## config.mk

```make
export PLATFORM = sky130hd
export DESIGN_NAME = bypass_scoreboard_flat
export DESIGN_NICKNAME = d
export VERILOG_FILES = /design/src/rtl/bypass_pkg.sv /design/src/rtl/bypass_scoreboard_if.sv /design/src/rtl/bypass_select.sv /design/src/rtl/bypass_scoreboard.sv /design/src/flat_wrapper.sv
export SDC_FILE = /design/constraint.sdc
export NUM_CORES = 1
export LEC_CHECK = 0
export CAP_MARGIN = 15
export CORE_MARGIN = 3
export CORE_UTILIZATION = 35
export DETAILED_ROUTE_END_ITERATION = 7
export SYNTH_ARGS = -nofsm -noshare
export SYNTH_HDL_FRONTEND = slang
export SYNTH_SLANG_ARGS = --single-unit
```

## constraint.sdc

```tcl
create_clock -name clk -period 4.3 [get_ports clk]
set_input_delay 1.075 -clock clk [delete_from_list [all_inputs] [get_ports clk]]
set_output_delay 1.075 -clock clk [all_outputs]
set_load 0.05 [all_outputs]
```

## src/rtl/bypass_pkg.sv

```systemverilog
// Shared types and helpers for the operand bypass network.
// Widths here are the defaults the top module is built around.
package bypass_pkg;

    localparam int PKG_XLEN  = 32;
    localparam int PKG_NREGS = 32;

    // Register index width; a single register still needs one bit.
    function automatic int rw_of(input int n);
        return (n > 1) ? $clog2(n) : 1;
    endfunction

    localparam int PKG_RW = rw_of(PKG_NREGS);

    typedef logic [PKG_RW-1:0] reg_idx_t;

    typedef struct packed {
        logic                valid;
        reg_idx_t            rd;
        logic [PKG_XLEN-1:0] data;
        logic                is_load;
    } wb_bus_t;

endpackage

```

## src/rtl/bypass_scoreboard_if.sv

```systemverilog
// Writeback, execute-operand and hazard signals of the bypass network.
// master drives writebacks and operands; slave returns forwarding.
interface bypass_scoreboard_if #(
    parameter int NUM_WB    = 3,
    parameter int NUM_LANES = 4,
    parameter int XLEN      = 32,
    parameter int RW        = 5
);
    logic [NUM_WB-1:0]                    wb_valid;
    logic [NUM_WB-1:0][RW-1:0]            wb_rd;
    logic [NUM_WB-1:0][XLEN-1:0]          wb_data;
    logic [NUM_WB-1:0]                    wb_is_load;
    logic [NUM_LANES-1:0]                 ex_valid;
    logic [2*NUM_LANES-1:0][RW-1:0]       ex_rs;
    logic                                 ld_issue_valid;
    logic [RW-1:0]                        ld_issue_rd;
    logic                                 flush;
    logic [2*NUM_LANES-1:0]               fwd_en;
    logic [2*NUM_LANES-1:0][XLEN-1:0]     fwd_data;
    logic                                 stall;
    logic [15:0]                          stall_cnt;

    modport master (
        output wb_valid, wb_rd, wb_data, wb_is_load,
        output ex_valid, ex_rs, ld_issue_valid, ld_issue_rd, flush,
        input  fwd_en, fwd_data, stall, stall_cnt
    );

    modport slave (
        input  wb_valid, wb_rd, wb_data, wb_is_load,
        input  ex_valid, ex_rs, ld_issue_valid, ld_issue_rd, flush,
        output fwd_en, fwd_data, stall, stall_cnt
    );

endinterface

```

## src/rtl/bypass_select.sv

```systemverilog
// Priority selector for one source operand slot.
// Candidate 0 has the highest priority; register 0 never matches.
module bypass_select #(
    parameter int NUM_CAND = 6,
    parameter int XLEN     = 32,
    parameter int RW       = 5
) (
    input  logic [NUM_CAND-1:0]           cand_valid,
    input  logic [NUM_CAND-1:0][RW-1:0]   cand_rd,
    input  logic [NUM_CAND-1:0][XLEN-1:0] cand_data,
    input  logic [RW-1:0]                 rs,
    output logic                          hit,
    output logic [XLEN-1:0]               data
);

    // Scan from lowest priority upward so the lowest index is last to win.
    always_comb begin
        hit  = 1'b0;
        data = '0;
        for (int i = NUM_CAND - 1; i >= 0; i--) begin
            if (cand_valid[i] && (cand_rd[i] == rs) && (rs != '0)) begin
                hit  = 1'b1;
                data = cand_data[i];
            end
        end
    end

endmodule

```

## src/rtl/bypass_scoreboard.sv

```systemverilog
// Result forwarding from writeback ports and a WB+1 stage to all
// execute operands, plus a load scoreboard raising load-use stalls.
module bypass_scoreboard
    import bypass_pkg::*;
#(
    parameter int NUM_WB           = 3,
    parameter int NUM_LANES        = 4,
    parameter int XLEN             = PKG_XLEN,
    parameter int NREGS            = PKG_NREGS,
    parameter bit RF_WRITE_THROUGH = 1'b0
) (
    input logic          clk,
    input logic          rst,
    bypass_scoreboard_if.slave bus
);

    localparam int RW = rw_of(NREGS);
    localparam int NS = 2 * NUM_LANES;
    localparam int NC = 2 * NUM_WB;

    wb_bus_t                     wb_cur [NUM_WB];
    logic [NUM_WB-1:0]           wb1_valid;
    logic [NUM_WB-1:0][RW-1:0]   wb1_rd;
    logic [NUM_WB-1:0][XLEN-1:0] wb1_data;

    logic [NC-1:0]               c_valid;
    logic [NC-1:0][RW-1:0]       c_rd;
    logic [NC-1:0][XLEN-1:0]     c_data;

    logic [NS-1:0]               fwd_en_w;
    logic [NS-1:0][XLEN-1:0]     fwd_data_w;

    logic [NREGS-1:0]            busy_q;
    logic [NREGS-1:0]            busy_d;
    logic [NS-1:0]               ret_hit;
    logic                        stall_w;
    logic [15:0]                 cnt_q;

    // Bundle each writeback port for the scoreboard and selectors.
    always_comb begin
        for (int p = 0; p < NUM_WB; p++) begin
            wb_cur[p].valid   = bus.wb_valid[p];
            wb_cur[p].rd      = bus.wb_rd[p];
            wb_cur[p].data    = bus.wb_data[p];
            wb_cur[p].is_load = bus.wb_is_load[p];
        end
    end

    generate
        if (RF_WRITE_THROUGH) begin : g_wt
            assign wb1_valid = '0;
            assign wb1_rd    = '0;
            assign wb1_data  = '0;
        end else begin : g_wb1
            // WB+1 stage: last cycle's writes, dropped on flush or reset.
            always_ff @(posedge clk) begin
                for (int p = 0; p < NUM_WB; p++) begin
                    wb1_valid[p] <= wb_cur[p].valid & ~bus.flush & ~rst;
                    wb1_rd[p]    <= wb_cur[p].rd;
                    wb1_data[p]  <= wb_cur[p].data;
                end
            end
        end
    endgenerate

    // Current ports rank above WB+1 since they carry newer values.
    always_comb begin
        for (int p = 0; p < NUM_WB; p++) begin
            c_valid[p]          = wb_cur[p].valid;
            c_rd[p]             = wb_cur[p].rd;
            c_data[p]           = wb_cur[p].data;
            c_valid[NUM_WB + p] = wb1_valid[p];
            c_rd[NUM_WB + p]    = wb1_rd[p];
            c_data[NUM_WB + p]  = wb1_data[p];
        end
    end

    generate
        for (genvar s = 0; s < NS; s++) begin : g_slot
            bypass_select #(
                .NUM_CAND (NC),
                .XLEN     (XLEN),
                .RW       (RW)
            ) u_sel (
                .cand_valid (c_valid),
                .cand_rd    (c_rd),
                .cand_data  (c_data),
                .rs         (bus.ex_rs[s]),
                .hit        (fwd_en_w[s]),
                .data       (fwd_data_w[s])
            );
        end
    endgenerate

    assign bus.fwd_en   = fwd_en_w;
    assign bus.fwd_data = fwd_data_w;

    // Load-use hazard unless the load result arrives this very cycle.
    always_comb begin
        stall_w = 1'b0;
        for (int s = 0; s < NS; s++) begin
            ret_hit[s] = 1'b0;
            for (int p = 0; p < NUM_WB; p++) begin
                if (wb_cur[p].valid && wb_cur[p].is_load &&
                    (wb_cur[p].rd == bus.ex_rs[s]))
                    ret_hit[s] = 1'b1;
            end
            if (bus.ex_valid[s/2] && (bus.ex_rs[s] != '0) &&
                busy_q[bus.ex_rs[s]] && !ret_hit[s])
                stall_w = 1'b1;
        end
    end

    assign bus.stall = stall_w;

    // Next busy vector: returns clear, a younger issue sets, flush wins.
    always_comb begin
        busy_d = busy_q;
        for (int p = 0; p < NUM_WB; p++) begin
            if (wb_cur[p].valid && wb_cur[p].is_load)
                busy_d[wb_cur[p].rd] = 1'b0;
        end
        if (bus.ld_issue_valid && (bus.ld_issue_rd != '0))
            busy_d[bus.ld_issue_rd] = 1'b1;
        if (bus.flush)
            busy_d = '0;
    end

    // Scoreboard register.
    always_ff @(posedge clk) begin
        if (rst)
            busy_q <= '0;
        else
            busy_q <= busy_d;
    end

    // Saturating stall-cycle counter; only reset clears it.
    always_ff @(posedge clk) begin
        if (rst)
            cnt_q <= '0;
        else if (stall_w && (cnt_q != 16'hFFFF))
            cnt_q <= cnt_q + 16'd1;
    end

    assign bus.stall_cnt = cnt_q;

endmodule

```

## src/flat_wrapper.sv

```systemverilog
// flat-port wrapper written by rule: the top's interface ports become plain ports
module bypass_scoreboard_flat import bypass_pkg::*;
#(
    parameter int NUM_WB           = 3,
    parameter int NUM_LANES        = 4,
    parameter int XLEN             = PKG_XLEN,
    parameter int NREGS            = PKG_NREGS,
    parameter bit RF_WRITE_THROUGH = 1'b0
)
  (clk, rst, bus_wb_valid, bus_wb_rd, bus_wb_data, bus_wb_is_load, bus_ex_valid, bus_ex_rs, bus_ld_issue_valid, bus_ld_issue_rd, bus_flush, bus_fwd_en, bus_fwd_data, bus_stall, bus_stall_cnt);
  bypass_scoreboard_if #(.NUM_WB(NUM_WB), .NUM_LANES(NUM_LANES), .XLEN(XLEN), .RW((5))) bus_i ();
  input logic clk;
  input logic rst;
  input wire logic [$bits(bus_i.wb_valid)-1:0] bus_wb_valid;
  input wire logic [$bits(bus_i.wb_rd)-1:0] bus_wb_rd;
  input wire logic [$bits(bus_i.wb_data)-1:0] bus_wb_data;
  input wire logic [$bits(bus_i.wb_is_load)-1:0] bus_wb_is_load;
  input wire logic [$bits(bus_i.ex_valid)-1:0] bus_ex_valid;
  input wire logic [$bits(bus_i.ex_rs)-1:0] bus_ex_rs;
  input wire logic [$bits(bus_i.ld_issue_valid)-1:0] bus_ld_issue_valid;
  input wire logic [$bits(bus_i.ld_issue_rd)-1:0] bus_ld_issue_rd;
  input wire logic [$bits(bus_i.flush)-1:0] bus_flush;
  output wire logic [$bits(bus_i.fwd_en)-1:0] bus_fwd_en;
  output wire logic [$bits(bus_i.fwd_data)-1:0] bus_fwd_data;
  output wire logic [$bits(bus_i.stall)-1:0] bus_stall;
  output wire logic [$bits(bus_i.stall_cnt)-1:0] bus_stall_cnt;
  assign bus_i.wb_valid = bus_wb_valid;
  assign bus_i.wb_rd = bus_wb_rd;
  assign bus_i.wb_data = bus_wb_data;
  assign bus_i.wb_is_load = bus_wb_is_load;
  assign bus_i.ex_valid = bus_ex_valid;
  assign bus_i.ex_rs = bus_ex_rs;
  assign bus_i.ld_issue_valid = bus_ld_issue_valid;
  assign bus_i.ld_issue_rd = bus_ld_issue_rd;
  assign bus_i.flush = bus_flush;
  assign bus_fwd_en = bus_i.fwd_en;
  assign bus_fwd_data = bus_i.fwd_data;
  assign bus_stall = bus_i.stall;
  assign bus_stall_cnt = bus_i.stall_cnt;
  bypass_scoreboard #(.NUM_WB(NUM_WB), .NUM_LANES(NUM_LANES), .XLEN(XLEN), .NREGS(NREGS), .RF_WRITE_THROUGH(RF_WRITE_THROUGH)) u_core (.clk(clk), .rst(rst), .bus(bus_i));
endmodule
```

---- Word level (Yosys, flattened, before mapping) ----
Index checks and enable logic that the tools add are counted.
word-level totals
  register bits after elaboration ......... 162
  bits of input ports ..................... 170
  output and inout bits ................... 281
  word-level logic and storage cells ...... 417
operators by class
  $add $sub $neg .......................... 1
  order comparisons ....................... 16
  equal/unequal tests ..................... 49
  muxes and demuxes ....................... 156
  bitwise operators ....................... 15
  reduce and logical (&&, ||, !) cells .... 171
operators by type and width
  operator                 number
  $mux W32                 52
  $eq A5 B5 Y1             48
  $logic_and A1 B1 Y1      153
  $and A32 B32 Y32         3
  $not A32 Y32             3
  $mux W1                  92
  $lt A5 B6 Y1 const B     12
  $reduce_bool A5 Y1       9
  $bmux W1 S5              8
  $or A32 B32 Y32          1
  $demux W1 S5             4
  $ge A5 B1 Y1 const B     4
  $add A16 B1 Y16 const B  1
  $ne A16 B16 Y1 const B   1
  $logic_not A1 Y1         8
  $and A1 B1 Y1            6
  $not A1 Y1               2
  $reduce_or A2 Y1         1

---- Logic depth before layout (Yosys ltp) ----
  word-level depth ........................ 16
  mapped depth ............................ 14

---- Cells and area by module ----
Synthesis repeated with hierarchy kept, for this count alone.
unflattened totals
  cell total of the unflattened synthesis .. 3737
  area total of the unflattened synthesis .. 26240.2 um^2
by module, submodules not included
  module             times used  cells each  area each (um^2)  sequential area each (um^2)
  bypass_select      8           356         2179.6            0.0
  bypass_scoreboard  1           889         8803.4            3243.1

---- Least setup slack after synthesis ----
No wires, ideal clock.
  path kind ............................... input to output
  start point ............................. input port bus_ex_rs[24]
  end point ............................... output port bus_fwd_data[148]
  data arrival time ....................... 4.256 ns
  required time ........................... 3.225 ns
  path slack .............................. -1.031 ns
  stages .................................. 13
  path buffers ............................ 4
  path through ............................ clkbuf_1 > clkbuf_1 > xnor2_1 > nand4_1 > nor4_2 > nor3_1 > nor2_1 > buf_2 > buf_2 > a22oi_1 > nor2_1 > a21oi_1 > o21ai_0
between the ends
  longest elaborated chain between the ends .. 9
RTL lines
  what                               line                 source
  from (decl)                        flat_wrapper.sv:19   input wire logic [$bits(bus_i.ex_rs)-1:0] bus_ex_rs;
  $eq A5 B5 Y1                       bypass_select.sv:21  if (cand_valid[i] && (cand_rd[i] == rs) && (rs != '0)) begin
  $logic_and A1 B1 Y1 (2 in series)  bypass_select.sv:21
  $mux W32 (5 in series)             bypass_select.sv:21
  $mux W32 (*)                       bypass_select.sv:21
  to (decl)                          flat_wrapper.sv:24   output wire logic [$bits(bus_i.fwd_data)-1:0] bus_fwd_data;
Mark *: on every way between the ends. The rest lies on a longest branch, timed or not.

---- Final worst setup path ----
  start point ............................. input port bus_ex_rs[35]
  end point ............................... output port bus_fwd_data[253]
The elaborated chain is that of the path after synthesis.

==> flow_metrics.py <==
metrics = {
    "finish": {
        "nFillCells": 5429,
        "multi_input_area_um2": 21350,
        "fin_nets": 4330,
        "drive_gt1_share_pct": 42.81,
        "final_cell_area_um2": 42490,
        "regArea_um2": 3246,
        "area_delta_synth_final_pct": 79.73,
        "fin_util_pct": 64.06,
    },
    "worst_setup_path": {
        "required_ps": 3220,
        "critPathLaunchType": "input pin",
        "end_kind": "output pin",
        "crit_fanout": 4,
        "crit_type": "in -> out",
        "crit_arrival_ps": 3640,
    },
    "outcome": {
        "status": "complete, but fails checks",
        "violations": "design-rule violations, negative setup slack",
    },
    "placed_design": {
        "place_area_um2": 37570,
        "portBuffers": 450,
        "gp_congestion": 1.010,
        "post-dp-hpwl_um": 101400,
    },
    "yosys": {
        "synth_area_leader_cell": "dfxtp_1",
        "syn_inst": 3468,
        "syn_avg_cell_area_um2": 6.817,
        "synth_nets": 3639,
        "seq_area_frac_synth_pct": 13.72,
        "synth_top_area_share_pct": 13.72,
        "synth_async_sr_flop_share_pct": 0,
        "synth_seq_cells": 162,
        "syn_area_um2": 23640,
        "yosys_most_used_dff": "dfxtp_1",
        "synth-edff-count": 0,
        "ys_top_cells_by_area": "dfxtp_1 14%, o21ai_0 8.1%, a22oi_1 6.1%, clkbuf_1 5.5%, mux4_2 5.3%",
        "yosysUniqueCellTypes": 71,
        "synth_warnings": 0,
    },
    "timing": {
        "finalClockSkew_ps": 12.32,
        "setup_ws_ps": -417.7,
        "finalHoldViolations": 0,
        "fin_crit_ps": 4718,
        "maxSlewViolCount": 0,
        "setup_viol": 264,
        "finalCritPeriodShare_pct": 109.7,
        "worst_slew_pin_slew_ps": 787.4,
        "timing.fmax_ghz": 0.2120,
        "slew_headroom_pct": 47.34,
        "rsz0062_at_grt": "yes",
    },
    "route": {
        "vias": 33360,
        "drt_iter0_drc": 4829,
        "post-route-drc-count": 2,
        "dr.pass1.iters": 8,
        "antenna_left": 0,
        "wl_um": 147300,
        "drt-wirelength-per-cell_um": 29.24,
        "viasPerCell": 6.621,
    },
    "cts": {
        "hold_buffers": 0,
        "cts.sink_count": 162,
        "cts.clk_slew.worst_paths_ps": 70,
        "clk_path_buf_depth": 2,
        "clk_latency_ps": 530,
        "htreeDepth": 4,
        "cts-root-buf": "clkbuf_16",
        "cts_buffers": 17,
        "cts_tree": "built",
    },
    "global_route": {
        "antenna_found_initial": 6,
        "grt_pass1_vias": 30970,
        "track_usage_pct": 39.05,
        "grt_pass1_wl_um": 208300,
        "grt_max_degree": 32,
        "grt_overflow_total": 0,
    },
    "floorplan": {
        "num_rows": 94,
        "dieArea_um2": 70700,
        "die_h_um": 265.9,
        "io_pins": 451,
        "start_util_pct": 35.64,
        "core_um2": 66330,
        "die_x_um": 265.9,
    },
    "worst_hold_path": {
        "hp-class": "reg -> reg",
    },
    "pwr": {
        "peakVddDrop_uv": 350.6,
        "p_leak_nw": 17.13,
        "power.density_nw_per_um2": 147.7,
    },
    "job": {
        "maxCapViolations": 0,
    },
}
## power by group
group	switching [mW]	leakage, nW	internal [mW]	total [mW]
sequential	0.172	1.35	1.56	1.74
clock	0.840	0.260	0.750	1.59
combinational	1.62	15.5	1.33	2.95
## flip-flops by register name, summed over array words and instances (netlist names)
name / count
u_core.c_data: 96
u_core.c_rd: 15
u_core.wb1_valid: 3
u_core.busy_q: 32
u_core.bus.stall_cnt: 16
## final timing paths
| check | depth (start not counted) | endpoint | startpoint | slack (ps) |
|---|---|---|---|---|
| hold / removal | 2 | u_core.bus.stall_cnt[1]$_SDFFE_PP0P_ | u_core.bus.stall_cnt[1]$_SDFFE_PP0P_ | 570 |
| setup reg to reg | 9 | u_core.bus.stall_cnt[4]$_SDFFE_PP0P_ | u_core.busy_q[1]$_SDFF_PP0_ | 950 |
| hold reg to reg | 2 | u_core.bus.stall_cnt[1]$_SDFFE_PP0P_ | u_core.bus.stall_cnt[1]$_SDFFE_PP0P_ | 570 |
| setup / recovery | 14 | bus_fwd_data[253] | bus_ex_rs[35] | -420 |
## worst max-delay path: stages
cell     delay (ps)
buf_2           140
or2_4           270
or4_4           570
nand4_1         180
buf_6           150
nor2_4           60
buf_12          130
buf_4           130
a221o_1         280
o21ai_0          80
o21ai_1          90
a22oi_2         220
a21oi_4         110
buf_12          160
## routing by layer
| layer | share of wire, % | global-route usage [%] |
|---|---|---|
| met2 | 42 | 58.72 |
| met5 | 0.050 | 0.2703 |
| met3 | 14 | 12.78 |
| met4 | 8.1 | 24.17 |
| met1 | 36 | 48.31 |
## what timing repair did
| item | in CTS | in global routing |
|---|---|---|
| setup endpoints to repair | 265 | 265 |
| resized for setup | 410 | 356 |
| setup buffers | 96 | 60 |
| gates cloned | 33 | 8 |
| pin swaps | 219 | 188 |
## stage by stage
stage / setup TNS [ps] / hold slack, ps / instances / power [mW] / worst slack [ps]
2_1_floorplan: -300.6 / 523.6 / 3468 / 3.110 / -41.16
3_3_place_gp: -181010 / 546.4 / 4831 / 4.427 / -936.7
3_5_place_dp: -184510 / 566.3 / 4831 / 4.432 / -977.4
4_1_cts: -88870 / 577.1 / 4984 / 6.116 / -527.1
5_1_grt: -87010 / 617.8 / 5039 / 6.436 / -507.8
6_report: -62410 / 572.5 / 5039 / 6.274 / -417.7
## Yosys cell counts, drive strengths merged, types with 9 or more instances
cell and count:
a21o 154, xnor2 140, nand4 35, nand3b 12, nor2b 41, and3 20
nor3 63, xor2 104, buf 169, o21ai 384, nand3 100, mux4 63
dfxtp 162, a21oi 252, o22a 20, nor2 300, clkbuf 378, a211o 36
nand2 306, a211oi 131, o22ai 22, inv 14, nor4 33, and2 12
a221oi 84, mux2i 117, a22oi 193, o311ai 29, mux2 9, or2 13
## cells by family (layout without fill, tap and decap cells)
logic type | Yosys count | in the layout | synth area share (%)
AOI/OAI and AO/OA | 1333 | 1333 | 36.57
and+or+nand+nor | 978 | 978 | 19.25
buffers and inverters | 561 | 1265 | 9.839
xor gates and xnor gates | 244 | 244 | 9.039
muxes | 189 | 189 | 11.53
DFF | 162 | 162 | 13.72
adders and majority gates | 1 | 1 | 0.05292
other | 0 | 3 | 0
## cell usage in the layout (no fill, tap or decap), drive strengths merged, types with 33 or more instances in the layout
master / Yosys / layout
mux4: 63 / 63
nor4: 33 / 33
nand4: 35 / 35
clkdlybuf4s50: 0 / 132
nand3: 100 / 100
a211o: 36 / 36
a22oi: 193 / 193
buf: 169 / 1044
nor2b: 41 / 41
nor2: 300 / 300
clkbuf: 378 / 36
a21oi: 252 / 252
o21ai: 384 / 384
xnor2: 140 / 140
a221oi: 84 / 84
mux2i: 117 / 117
nand2: 306 / 306
nor3: 63 / 63
dfxtp: 162 / 162
a21o: 154 / 154
a211oi: 131 / 131
xor2: 104 / 104
## final cells by class
class,count,area share (%)
sequential,162,7.638
multi-input combinational,2745,50.24
tap,864,2.544
inverter,14,0.1237
timing repair buffer,1219,38.14
clock buffer,17,1.001
antenna,3,0.01767
clock inverter,15,0.2974
Note: power is estimated with default switching activity, not from simulation.
